--- src/rtl/vecmac_pkg.sv ---
// Shared encoding and default widths for the vector multiply-accumulate back end.
package vecmac_pkg;

  localparam int DEF_INW  = 19;
  localparam int DEF_ACCW = 32;
  localparam int DEF_LENW = 16;

  typedef enum logic {
    IDLE = 1'b0,
    ACC  = 1'b1
  } state_e;

endpackage

--- src/rtl/vec_result_reg.sv ---
// Single-entry result holding register with valid/ready handshake and a sticky
// overflow flag raised when a completed result arrives while the entry is still held.
module vec_result_reg
  import vecmac_pkg::*;
#(
  parameter int ACCW = DEF_ACCW
) (
  input  logic            clk,
  input  logic            rst,
  input  logic            load_i,
  input  logic [ACCW-1:0] load_acc_i,
  input  logic            load_sat_i,
  input  logic            out_ready_i,
  output logic            out_valid_o,
  output logic [ACCW-1:0] out_acc_o,
  output logic            out_sat_o,
  output logic            ovf_o
);

  logic            valid_q, valid_d;
  logic [ACCW-1:0] acc_q, acc_d;
  logic            sat_q, sat_d;
  logic            ovf_q, ovf_d;
  logic            accept;
  logic            can_load;

  // The entry is free if empty or if the consumer takes it on this very edge.
  assign accept   = valid_q && out_ready_i;
  assign can_load = !valid_q || out_ready_i;

  always_comb begin
    valid_d = valid_q;
    acc_d   = acc_q;
    sat_d   = sat_q;
    ovf_d   = ovf_q;
    if (load_i && can_load) begin
      valid_d = 1'b1;
      acc_d   = load_acc_i;
      sat_d   = load_sat_i;
    end else begin
      if (load_i) begin
        ovf_d = 1'b1;
      end
      if (accept) begin
        valid_d = 1'b0;
      end
    end
  end

  always_ff @(posedge clk) begin
    if (rst) begin
      valid_q <= 1'b0;
      acc_q   <= '0;
      sat_q   <= 1'b0;
      ovf_q   <= 1'b0;
    end else begin
      valid_q <= valid_d;
      acc_q   <= acc_d;
      sat_q   <= sat_d;
      ovf_q   <= ovf_d;
    end
  end

  assign out_valid_o = valid_q;
  assign out_acc_o   = acc_q;
  assign out_sat_o   = sat_q;
  assign ovf_o       = ovf_q;

endmodule

--- src/rtl/vec_accumulator.sv ---
// Saturating dot-product accumulator: sums a programmed number of adder-tree beats
// and hands each finished vector to a single-entry result register.
module vec_accumulator
  import vecmac_pkg::*;
#(
  parameter int INW  = DEF_INW,
  parameter int ACCW = DEF_ACCW,
  parameter int LENW = DEF_LENW
) (
  input  logic            clk,
  input  logic            rst,
  input  logic            cfg_start,
  input  logic [LENW-1:0] cfg_len,
  input  logic            cfg_cont,
  input  logic            in_valid,
  input  logic [INW-1:0]  in_sum,
  output logic            out_valid,
  input  logic            out_ready,
  output logic [ACCW-1:0] out_acc,
  output logic            out_sat,
  output logic            busy,
  output logic            err_ovf
);

  state_e          state_q, state_d;
  logic [ACCW-1:0] acc_q, acc_d;
  logic [LENW:0]   cnt_q, cnt_d;
  logic [LENW-1:0] len_q, len_d;
  logic            cont_q, cont_d;
  logic            sat_q, sat_d;

  logic [ACCW-1:0] base_acc;
  logic [LENW:0]   base_cnt;
  logic            base_sat;
  logic [LENW-1:0] len_eff;
  logic            cont_eff;
  logic            run;
  logic            beat;
  logic [ACCW:0]   sum_wide;
  logic [ACCW-1:0] acc_upd;
  logic            sat_upd;
  logic [LENW:0]   cnt_upd;
  logic            done;

  // A start pulse replaces the running vector's context in the same cycle, so a
  // coincident beat lands on a fresh accumulator as beat 1.
  always_comb begin
    base_acc = acc_q;
    base_cnt = cnt_q;
    base_sat = sat_q;
    len_eff  = len_q;
    cont_eff = cont_q;
    if (cfg_start) begin
      base_acc = '0;
      base_cnt = '0;
      base_sat = 1'b0;
      len_eff  = (cfg_len == '0) ? LENW'(1) : cfg_len;
      cont_eff = cfg_cont;
    end
  end

  always_comb begin
    sum_wide = {1'b0, base_acc} + (ACCW+1)'(in_sum);
    acc_upd  = sum_wide[ACCW] ? {ACCW{1'b1}} : sum_wide[ACCW-1:0];
    sat_upd  = base_sat | sum_wide[ACCW];
    cnt_upd  = base_cnt + (LENW+1)'(1);
  end

  always_comb begin
    run = 1'b0;
    unique case (state_q)
      IDLE:    run = cfg_start;
      ACC:     run = 1'b1;
      default: run = 1'b0;
    endcase
  end

  assign beat = run && in_valid;
  assign done = beat && (cnt_upd == {1'b0, len_eff});

  always_comb begin
    state_d = state_q;
    acc_d   = acc_q;
    cnt_d   = cnt_q;
    len_d   = len_q;
    cont_d  = cont_q;
    sat_d   = sat_q;
    if (run) begin
      state_d = ACC;
      len_d   = len_eff;
      cont_d  = cont_eff;
      acc_d   = base_acc;
      cnt_d   = base_cnt;
      sat_d   = base_sat;
      if (done) begin
        // Continuous mode rolls straight into the next vector with no gap cycle.
        acc_d   = '0;
        cnt_d   = '0;
        sat_d   = 1'b0;
        state_d = cont_eff ? ACC : IDLE;
      end else if (beat) begin
        acc_d = acc_upd;
        cnt_d = cnt_upd;
        sat_d = sat_upd;
      end
    end
  end

  always_ff @(posedge clk) begin
    if (rst) begin
      state_q <= IDLE;
      acc_q   <= '0;
      cnt_q   <= '0;
      len_q   <= '0;
      cont_q  <= 1'b0;
      sat_q   <= 1'b0;
    end else begin
      state_q <= state_d;
      acc_q   <= acc_d;
      cnt_q   <= cnt_d;
      len_q   <= len_d;
      cont_q  <= cont_d;
      sat_q   <= sat_d;
    end
  end

  assign busy = (state_q == ACC);

  vec_result_reg #(
    .ACCW(ACCW)
  ) u_result (
    .clk         (clk),
    .rst         (rst),
    .load_i      (done),
    .load_acc_i  (acc_upd),
    .load_sat_i  (sat_upd),
    .out_ready_i (out_ready),
    .out_valid_o (out_valid),
    .out_acc_o   (out_acc),
    .out_sat_o   (out_sat),
    .ovf_o       (err_ovf)
  );

endmodule
--- config.mk ---
export PLATFORM = sky130hd
export DESIGN_NAME = vec_accumulator
export DESIGN_NICKNAME = d
export VERILOG_FILES = /design/src/rtl/vecmac_pkg.sv /design/src/rtl/vec_result_reg.sv /design/src/rtl/vec_accumulator.sv
export SDC_FILE = /design/constraint.sdc
export NUM_CORES = 1
export LEC_CHECK = 0
export BUFFER_PORTS_ARGS = -buffer_cell sky130_fd_sc_hd__buf_4
export CORE_MARGIN = 2
export CORE_UTILIZATION = 53
export CTS_CLUSTER_DIAMETER = 50
export DETAILED_ROUTE_END_ITERATION = 6
export GPL_TIMING_DRIVEN = 0
export PLACE_DENSITY = 0.79
export SYNTH_ARGS = -nofsm -noshare
export SYNTH_HDL_FRONTEND = slang
export SYNTH_SLANG_ARGS = --single-unit
--- constraint.sdc ---
create_clock -name clk -period 4.52 [get_ports clk]
set_input_delay 0.452 -clock clk [delete_from_list [all_inputs] [get_ports clk]]
set_output_delay 0.452 -clock clk [all_outputs]
set_load 0.05 [all_outputs]
Word level (Yosys, flattened, before mapping)

Index checks and enable logic that the tools add are counted.

Logic and storage cells: 43
Output and inout bits: 36
Register bits: 103

Reduce and logical (&&, ||, !) cells: 9
$add $sub $neg: 2
Equality and inequality tests: 1
Bitwise logic cells: 3
Mux-type cells: 18

Operators with widths:

| kind                    | number |
|---|---|
| $mux W32                | 4 |
| $mux W17                | 3 |
| $add A32 B19 Y33        | 1 |
| $mux W16                | 2 |
| $add A17 B1 Y17 const B | 1 |
| $eq A17 B16 Y1          | 1 |
| $logic_not A16 Y1       | 1 |
| $mux W1                 | 8 |
| $logic_and A1 B1 Y1     | 4 |
| $not A1 Y1              | 2 |
| $pmux W1 S2             | 1 |
| $reduce_and A2 Y1       | 1 |
| $reduce_bool A2 Y1      | 1 |
| $logic_not A1 Y1        | 1 |
| $logic_or A1 B1 Y1      | 1 |
| $or A1 B1 Y1            | 1 |

Longest topological paths before layout

Gate-level depths: netlist (run 1).

Word-level depth: 8
Mapped depth: 17
Gate-level depth less buffers: 11

Hierarchy

A second synthesis (run 1) with hierarchy kept.

Cells, all modules: 880
Area, all modules: 7056.8 um2

Modules (own cells, without submodules):

| module          | cells an instance | instances | area an instance (um2) | seq. area each (um2) |
|---|---|---|---|---|
| vec_accumulator | 729               | 1         | 5475.3                 | 1361.3 |
| vec_result_reg  | 151               | 1         | 1581.5                 | 700.7 |

Worst setup path after synthesis (run 1)

Ideal clock, no wire load.

Path type: input to register
Start: input port cfg_start
End: register acc_q[26]
Path buffers: 5
Arrival: 4.403 ns
Data required time: 4.398 ns
Path slack: -0.005 ns
Stages: 16
Cells stage by stage: clkbuf_1 buf_2 clkbuf_1 clkbuf_1 clkbuf_1 nor2b_1 ha_1 fa_1 a21o_1 a221oi_1 o21a_1 a211oi_2 nor2_1 o21ai_0 nor3b_1 a221o_1

Word-level cells in the longest chain between the ends: 5
Elaborated cells on any way between the ends: 12
Those cells by class: 2 x add/sub; 1 x eq/ne; 7 x mux; 2 x reduce/logical

Ends and longest elaborated chain:

| item                                                | RTL line                                      | source |
|---|---|---|
| start, declared                                     | vec_accumulator.sv:12                         | `input logic cfg_start,` |
| $mux W17 or $mux W32 (tied branches)                | vec_accumulator.sv:53                         | `if (cfg_start) begin` |
| $add A17 B1 Y17 or $add A32 B19 Y33 (tied branches) | vec_accumulator.sv:66, vec_accumulator.sv:63  |  |
| $eq A17 B16 Y1 or $mux W32 (tied branches)          | vec_accumulator.sv:79, vec_accumulator.sv:64  |  |
| $logic_and A1 B1 Y1 or $mux W32 (tied branches)     | vec_accumulator.sv:79, vec_accumulator.sv:101 |  |
| $mux W32                                            | vec_accumulator.sv:95                         | `if (done) begin` |
| end signal, assigned                                | vec_accumulator.sv:112                        | `acc_q <= '0;` |
| end signal, assigned                                | vec_accumulator.sv:119                        | `acc_q <= acc_d;` |
| end, declared                                       | vec_accumulator.sv:26                         | `logic [ACCW-1:0] acc_q, acc_d;` |

Parallel ways exist; a longest one is shown, timed or not.
A chain may end at the register's enable or synchronous reset.

Worst setup path in the final report (run 1)

Same ends and word-level chain as after synthesis.

==> out/results.tsv, run 1 <==
stage	metric	value	unit
synth	synth.ff_latch_count	103	
synth	synthCells	799	
place	dpl_worst_slack	-1.72	ns
worst_setup_path	rr_worst_depth	11	
worst_setup_path	worstReg2RegStart	cnt_q[1]	
layout	n_fill_cell	1111	
pwr	combinationalPowerShare	0.165	
drt	drt_iter0_drc	602	
clocking	clkSinkCount	103	
worst_setup_path	crit_family	buffers and inverters	
synth	yosys_warnings	0	
worst_setup_path	path_buf_inv	6	
layout	stdcell_count	1042	
min_path	hold_path_depth	3	
worst_setup_path	slowest_stage	fa_1	
floorplan	dieArea	13100	µm²
synth	ys_seq_area_frac	0.319	
clocking	clkLatencyLatePin	0.36	ns
drt	wl	19500	µm
global_route	grt_use_total	0.304	
synth	synth-simple-area-share	0.252	
layout	drive_gt1_frac	0.172	
timing	finalSetupViolCount	0	
floorplan	die_width	114	µm
synth	synth_edf_count	0	
synth	synthAdderAreaFrac	0.0419	
worst_setup_path	cp_max_fo	10	
timing	fin_crit_sh	0.964	
worst_setup_path	worstPathCellList	buf_4 -> clkbuf_2 -> clkbuf_4 -> clkbuf_4 -> clkbuf_4 -> clkbuf_2 -> nor2b_1 -> ha_1 -> fa_1 -> a21o_1 -> a221oi_4 -> o21a_2 -> a211oi_1 -> xnor2_1 -> o21ai_0 -> nor3b_1 -> a221o_1	
global_route	first_global_vias	5857	
synth	ys_async_sr_fraction	0	
timing	tightest_slew	0.984	ns
clocking	numCtsBuffers	9	
drt	first_pass_iters	7	
timing	fin_crit	4.36	ns
drt	vias_per_cell	6.25	
global_route	grt-ovfl-total	0	
synth	synth_compound_area_frac	0.243	
clocking	cts-root-buf	clkbuf_16	
place	placed_cell_area	7210	µm²
timing	relSlewSlack	0.343	
timing	fin_skew	0.00769	ns
clocking	path_clk_slew	0.07	ns
layout	fin_area	7620	µm²
place	port_buffers	75	
pwr	finalPower	2.10	mW
place	gp_congestion	0.997	
worst_setup_path	crit_type	in -> reg	
pwr	p_int	1.51	mW
global_route	grt_max_degree	17	
worst_setup_path	rrSetupSlack	1.15	ns
worst_setup_path	required	4.77	ns
place	dp_cells	1021	
synth	netlist_area	6450	µm²
timing	worst_slack	0.164	ns
floorplan	fp.coreArea	12000	µm²
synth	synth_largest_area_cell	dfxtp_1	
clocking	clk_path_buf_depth	2	
synth	synth_xor_area_frac	0.0678	
pwr	vdd_ir_drop_max	0.000140	V
synth	synth_mux_area_frac	0.0359	
timing	maxSlewViolCount	0	
timing	tns	0	ns
pwr	p_sw	0.590	mW
floorplan	io_pins	77	
pwr	p_leak	3.02	nW
synth	ys_top_cells_by_area	dfxtp_1, nor2_1, nand2_1	
layout	final_nets	952	
run_status	status	finished, final reports clean	
worst_setup_path	path_common_cell	clkbuf_4	
floorplan	row_count	40	
layout	multiInputGateArea	4190	µm²
pwr	powerDensity	276	nW/µm²
pwr	clkPwrFrac	0.382	
layout	seq_area	2060	µm²
layout	syn_to_final_growth	18.1	%
pwr	p_seq_frac	0.453	
worst_setup_path	max_stage_delay	0.41	ns
clocking	cts_max_level	3	
synth	synth_top_cell_area_share	0.319	
synth	syn_avg_cell_area	8.08	µm²
drt	drcViolationCount	0	
min_path	min_to	len_q[3]	
drt	detail-route-antenna-nets	0	
synth	synth_cell_types	76	
worst_setup_path	cp.arrival	4.61	ns
pwr	switching_share	0.280	
timing	fmax	0.230	GHz
drt	wl_per_cell	18.7	µm
place	detailed_place_hpwl	14100	µm
global_route	grt_pass1_wl	30900	µm
synth	synth_top_family_by_area	simple AND/OR/NAND/NOR gates	
synth	synthFlopType	dfxtp_1	
floorplan	initial_core_util	0.540	
synth	syn_nets	861	
timing	finalHoldViolCount	0	
worst_setup_path	startpoint_type	input port	
floorplan	die_h	114	µm
min_path	hold_start	cfg_len[3]	
drt	vias	6512	
layout	antenna_cells	0	
job	cap_violations	0	
clocking	cts_tree	built	
min_path	min_path_type	in -> reg	
worst_setup_path	r2r-end	u_result.out_acc_o[10]	
global_route	antenna_found_initial	0	
worst_setup_path	endpoint_kind	flip-flop	
[what timing repair did]
item / 4_1_cts / 5_1_grt
pin swaps: 1 / 2
resized for setup: 13 / 17
gates cloned: 0 / 0
buffers inserted: 1 / 4
hold buffers: 0 / 0
endpoints found under the setup margin: 85 / 66
[through the flow]
step / utilization / hold WS, ns
finish: 0.637 / 0.340
detailed placement: 0.603 / 0.440
floorplan: - / 0.417
global route: 0.637 / 0.352
CTS: 0.632 / 0.339
global placement: 0.602 / 0.429
[cell usage after synthesis, drive strengths merged, types with 5 or more instances]
library cell  count
dfxtp           103
nor2             99
nand2            77
o21ai            51
a21oi            44
nor2b            36
xnor2            33
clkbuf           30
a211oi           27
mux2i            22
buf              20
ha               20
nor3             20
nand3            19
xor2             17
nor4             16
nand4            12
a22o             11
a21o             10
a31oi            10
a32o              9
o21a              9
a311oi            8
inv               8
and2              6
or3               6
o211ai            5
[cell families (layout without fill, tap and decap cells)]
group,after synthesis,after routing
compound gates,222,222
xor+xnor,50,50
fa+ha+maj,21,21
buf+inv,59,155
flops,103,103
mux,23,23
simple gates,321,321
[sequential cells by signal, summed over array words and instances (netlist names)]
signal and count:
acc_q 32, u_result.out_acc_o 32, cnt_q 17, len_q 16, busy 1, cont_q 1, sat_q 1, u_result.out_sat_o 1
u_result.out_valid_o 1, u_result.ovf_o 1
[layout make-up]
class,instances,share of cell area
buffer,49,0.0322
clock inverter,5,0.00739
inverter,9,0.00443
timing repair buffer,81,0.0798
tap,147,0.0241
multi-input combinational,637,0.550
clock buffer,11,0.0318
sequential,103,0.270
[power groups by stage]
stage | Clock, mW | Sequential [mW] | Combinational, mW
after global routing | 0.846 | 0.955 | 0.376
after CTS | 0.806 | 0.952 | 0.334
after floorplan | 0 | 0.971 | 0.221
after global placement | 0 | 0.972 | 0.325
after detailed placement | 0 | 0.973 | 0.327
final | 0.804 | 0.953 | 0.347
[tightest hold or removal path, cell delays in order]
cell	delay, ns
buf_4	0.08
mux2i_1	0.05
nor2_1	0.07
[metal layers]
metal	track usage	wire length [µm]
met1	0.435	8760
met5	0	0
met4	0.115	450
met2	0.453	8420
met3	0.0598	1890
[cell usage in the layout, fill, tap and decap left out, types with 12 or more instances in the layout]
master / count
nor3_1: 19
dfxtp_1: 103
mux2i_1: 22
a21oi_1: 43
buf_4: 85
nor4_1: 14
nand2_1: 77
xor2_1: 17
nor2_1: 95
xnor2_1: 33
clkbuf_1: 21
o21ai_0: 39
ha_1: 19
buf_2: 12
a211oi_1: 24
nand3_1: 19
nor2b_1: 36
[worst max path at each step]
stage                             end  cells past startpoint      start  slack, ns
6_report                    acc_q[26]                     17  cfg_start       0.16
5_1_grt                     acc_q[26]                     17  cfg_start      -0.01
4_1_cts        u_result.out_acc_o[22]                     15  cfg_start       0.02
3_5_place_dp   u_result.out_acc_o[30]                     17  cfg_start      -1.72
3_3_place_gp   u_result.out_acc_o[30]                     17  cfg_start      -1.74
2_1_floorplan  u_result.out_acc_o[30]                     16  cfg_start       0.08
No activity file was read; power rests on OpenSTA's default activity.
==> run 2: changes to the inputs <==
--- a/config.mk
+++ b/config.mk
@@ -9,3 +9,3 @@
 export CORE_MARGIN = 2
-export CORE_UTILIZATION = 53
+export CORE_UTILIZATION = 45
 export CTS_CLUSTER_DIAMETER = 50
@@ -13,3 +13,3 @@
 export GPL_TIMING_DRIVEN = 0
-export PLACE_DENSITY = 0.79
+export PLACE_DENSITY = 0.69
 export SYNTH_ARGS = -nofsm -noshare
--- a/constraint.sdc
+++ b/constraint.sdc
@@ -3,2 +3,2 @@
 set_output_delay 0.452 -clock clk [all_outputs]
-set_load 0.05 [all_outputs]
+set_load 0.005 [all_outputs]
==> run 2 against run 1 <==
  * Largest cell class unchanged
  * Die area grew 17%
  * First-iteration DRC count up 0.17%
  * Critical path type unchanged
  * Register-to-register slack improved by 0.05 ns
  * Critical endpoint unchanged
  * Largest power group unchanged
  * Non-clock buffer count fell by 2
  * Clock power increased by 3.6%
  * Hold slack better by 0.0042 ns
  * Flip-flop and latch count did not move
  * Sequential share of layout area fell by 0.26 points
  * Cell count rose by 3.0%
  * Global-route usage fell by 4.2 points
  * Total power grew 1.5%
  * Combinational power barely moved
==> out/results.tsv, run 2 (synthesis gave the netlist of run 1 again) <==
stage	metric	value	unit	change
worst_setup_path	cp_max_fo	19		+9
worst_setup_path	worstReg2RegStart	cnt_q[1]		
timing	fin_skew	0.0101	ns	+0.00236 ns
timing	finalHoldViolCount	0		unchanged
clocking	numCtsBuffers	9		unchanged
global_route	grt_use_total	0.262		-0.0424
floorplan	die_h	124	µm	+8.2%
pwr	p_int	1.53	mW	+1.2%
layout	fin_area	7700	µm²	+0.98%
timing	fin_crit	4.19	ns	-0.163 ns
pwr	p_leak	3.03	nW	+0.35%
drt	vias_per_cell	5.94		-4.9%
clocking	path_clk_slew	0.07	ns	about the same
timing	fmax	0.238	GHz	+3.9%
pwr	p_sw	0.603	mW	+2.2%
worst_setup_path	path_buf_inv	5		-1
pwr	combinationalPowerShare	0.164		about the same
clocking	clk_path_buf_depth	2		unchanged
worst_setup_path	cp.arrival	4.44	ns	-0.17 ns
layout	syn_to_final_growth	19.3	%	
drt	drt_iter0_drc	603		+0.17%
drt	vias	6377		-2.1%
worst_setup_path	startpoint	cfg_start		
timing	rsz0062_at_grt	no		
layout	layout_commonest_cell	dfxtp_1		
layout	n_fill_cell	1332		+20%
timing	fin_crit_sh	0.928		-0.0360
drt	first_pass_iters	5		-2
floorplan	fp.coreArea	13900	µm²	+16%
drt	wl	19700	µm	+1.0%
pwr	switching_share	0.282		+0.00185
global_route	grt_max_degree	18		+1
layout	final_nets	950		-0.21%
clocking	cts_max_level	3		unchanged
floorplan	initial_core_util	0.463		-0.0764
global_route	grt_pass1_wl	30400	µm	-1.3%
pwr	vdd_ir_drop_max	0.000214	V	+53%
worst_setup_path	required	4.76	ns	about the same
clocking	hold_buffers	0		unchanged
job	cap_violations	0		unchanged
floorplan	dieArea	15300	µm²	+17%
global_route	antenna_found_initial	0		unchanged
worst_setup_path	path_common_cell	clkbuf_4		
floorplan	row_count	43		+7.5%
clocking	cts_tree	built		
place	gp_congestion	0.950		-4.7%
drt	drcViolationCount	0		unchanged
drt	wl_per_cell	18.4	µm	-1.9%
min_path	hold_start	cfg_len[3]		
worst_setup_path	crit_type	in -> reg		
layout	drive_gt1_frac	0.175		+0.00263
clocking	cts-root-buf	clkbuf_16		
timing	finalSetupViolCount	0		unchanged
layout	fin_util	0.552		-0.0849
worst_setup_path	slowest_stage	fa_1		
min_path	min_path_type	in -> reg		
floorplan	io_pins	77		unchanged
layout	antenna_cells	0		unchanged
timing	maxSlewViolCount	0		unchanged
global_route	first_global_vias	5648		-3.6%
place	detailed_place_hpwl	14600	µm	+3.5%
worst_setup_path	worstPathCellList	buf_4 -> clkbuf_2 -> clkbuf_4 -> clkbuf_4 -> clkbuf_4 -> nor2b_1 -> ha_1 -> fa_1 -> a21o_1 -> a221oi_4 -> o21a_2 -> a211oi_1 -> xnor2_1 -> o21ai_0 -> nor3b_1 -> a221o_1		
drt	detail-route-antenna-nets	0		unchanged
timing	relSlewSlack	0.0913		-0.251
clocking	clkLatencyLatePin	0.36	ns	about the same
place	port_buffers	75		unchanged
pwr	clkPwrFrac	0.390		+0.008
pwr	p_seq_frac	0.446		-0.007
worst_setup_path	max_stage_delay	0.42	ns	about the same
run_status	status	finished, final reports clean		
global_route	grt-ovfl-total	0		unchanged
floorplan	die_width	124	µm	+8.2%
layout	mostFrequentLayoutCells	dfxtp_1, nor2_1, buf_4		
worst_setup_path	crit_family	compound AO/OA/AOI/OAI gates		
place	placed_cell_area	7250	µm²	+0.50%
worst_setup_path	startpoint_type	input port		
worst_setup_path	endpoint_kind	flip-flop		
timing	tightest_slew	1.35	ns	+0.368 ns
pwr	powerDensity	277	nW/µm²	+0.49%
clocking	clkSinkCount	103		unchanged
==> run 2: worst paths after layout <==
kind                                               end  slack (ns)  cells after the start
worst max-delay path                         acc_q[26]        0.33                     16
worst max register to register  u_result.out_acc_o[29]        1.20                     11
worst min register to register               acc_q[13]        0.44                      2
worst min-delay path                          len_q[3]        0.34                      3
==> run 2: worst reg2reg max path, stage by stage (launching register included) <==
cell,delay (ns)
dfxtp_1,0.46
nor2b_1,0.17
ha_1,0.33
nand4_1,0.21
nor2_2,0.25
nand4_1,0.18
xor2_2,0.24
a32oi_4,0.26
nor4_4,0.38
buf_2,0.31
buf_2,0.28
a311oi_1,0.12
==> run 2: layer usage <==
| metal | share of wire | GRT usage | wire, µm | up-vias |
|---|---|---|---|---|
| met4 | 0.016 | 0.0810 | 308 | 0 |
| met3 | 0.084 | 0.0408 | 1650 | 21 |
| li1 | - | - | - | 3102 |
| met1 | 0.48 | 0.391 | 9430 | 2987 |
| met5 | 0 | 0 | 0 | - |
| met2 | 0.42 | 0.384 | 8340 | 267 |
==> run 2: layout make-up <==
cell class	instances	area (µm²)	share of cell area
Clock buffer	11	253	0.0328
Buffer	48	238	0.0309
Inverter	9	33.8	0.00439
Timing Repair Buffer	80	601	0.0780
Tap cell	180	225	0.0293
Sequential cell	103	2060	0.268
Clock inverter	5	63.8	0.00829
Multi-Input combinational cell	637	4220	0.549
==> run 2: power by group through the flow <==
stage / registers (mW) / logic, mW / clock network [mW]
6_report: 0.953 / 0.350 / 0.833
3_5_place_dp: 0.973 / 0.329 / 0
5_1_grt: 0.955 / 0.377 / 0.872
2_1_floorplan: 0.968 / 0.221 / 0
3_3_place_gp: 0.972 / 0.327 / 0
4_1_cts: 0.952 / 0.334 / 0.840
==> run 2: metrics by stage <==
stage / setup slack, ns / power (mW) / instances / TNS, ns / hold WS, ns
detailed placement: -1.76 / 1.30 / 1054 / -102.39 / 0.435
global route: 0.144 / 2.20 / 1073 / 0 / 0.360
CTS: 0.0117 / 2.13 / 1071 / 0 / 0.340
floorplan: 0.0754 / 1.19 / 799 / 0 / 0.417
global placement: -1.68 / 1.30 / 1054 / -97.90 / 0.428
finish: 0.327 / 2.14 / 1073 / 0 / 0.344
==> run 2: repair_timing <==
action | in CTS | in global routing
cloned | 0 | 0
gates resized for setup | 11 | 21
setup endpoints to repair | 85 | 65
buffers inserted | 1 | 4
pin swaps | 1 | 2
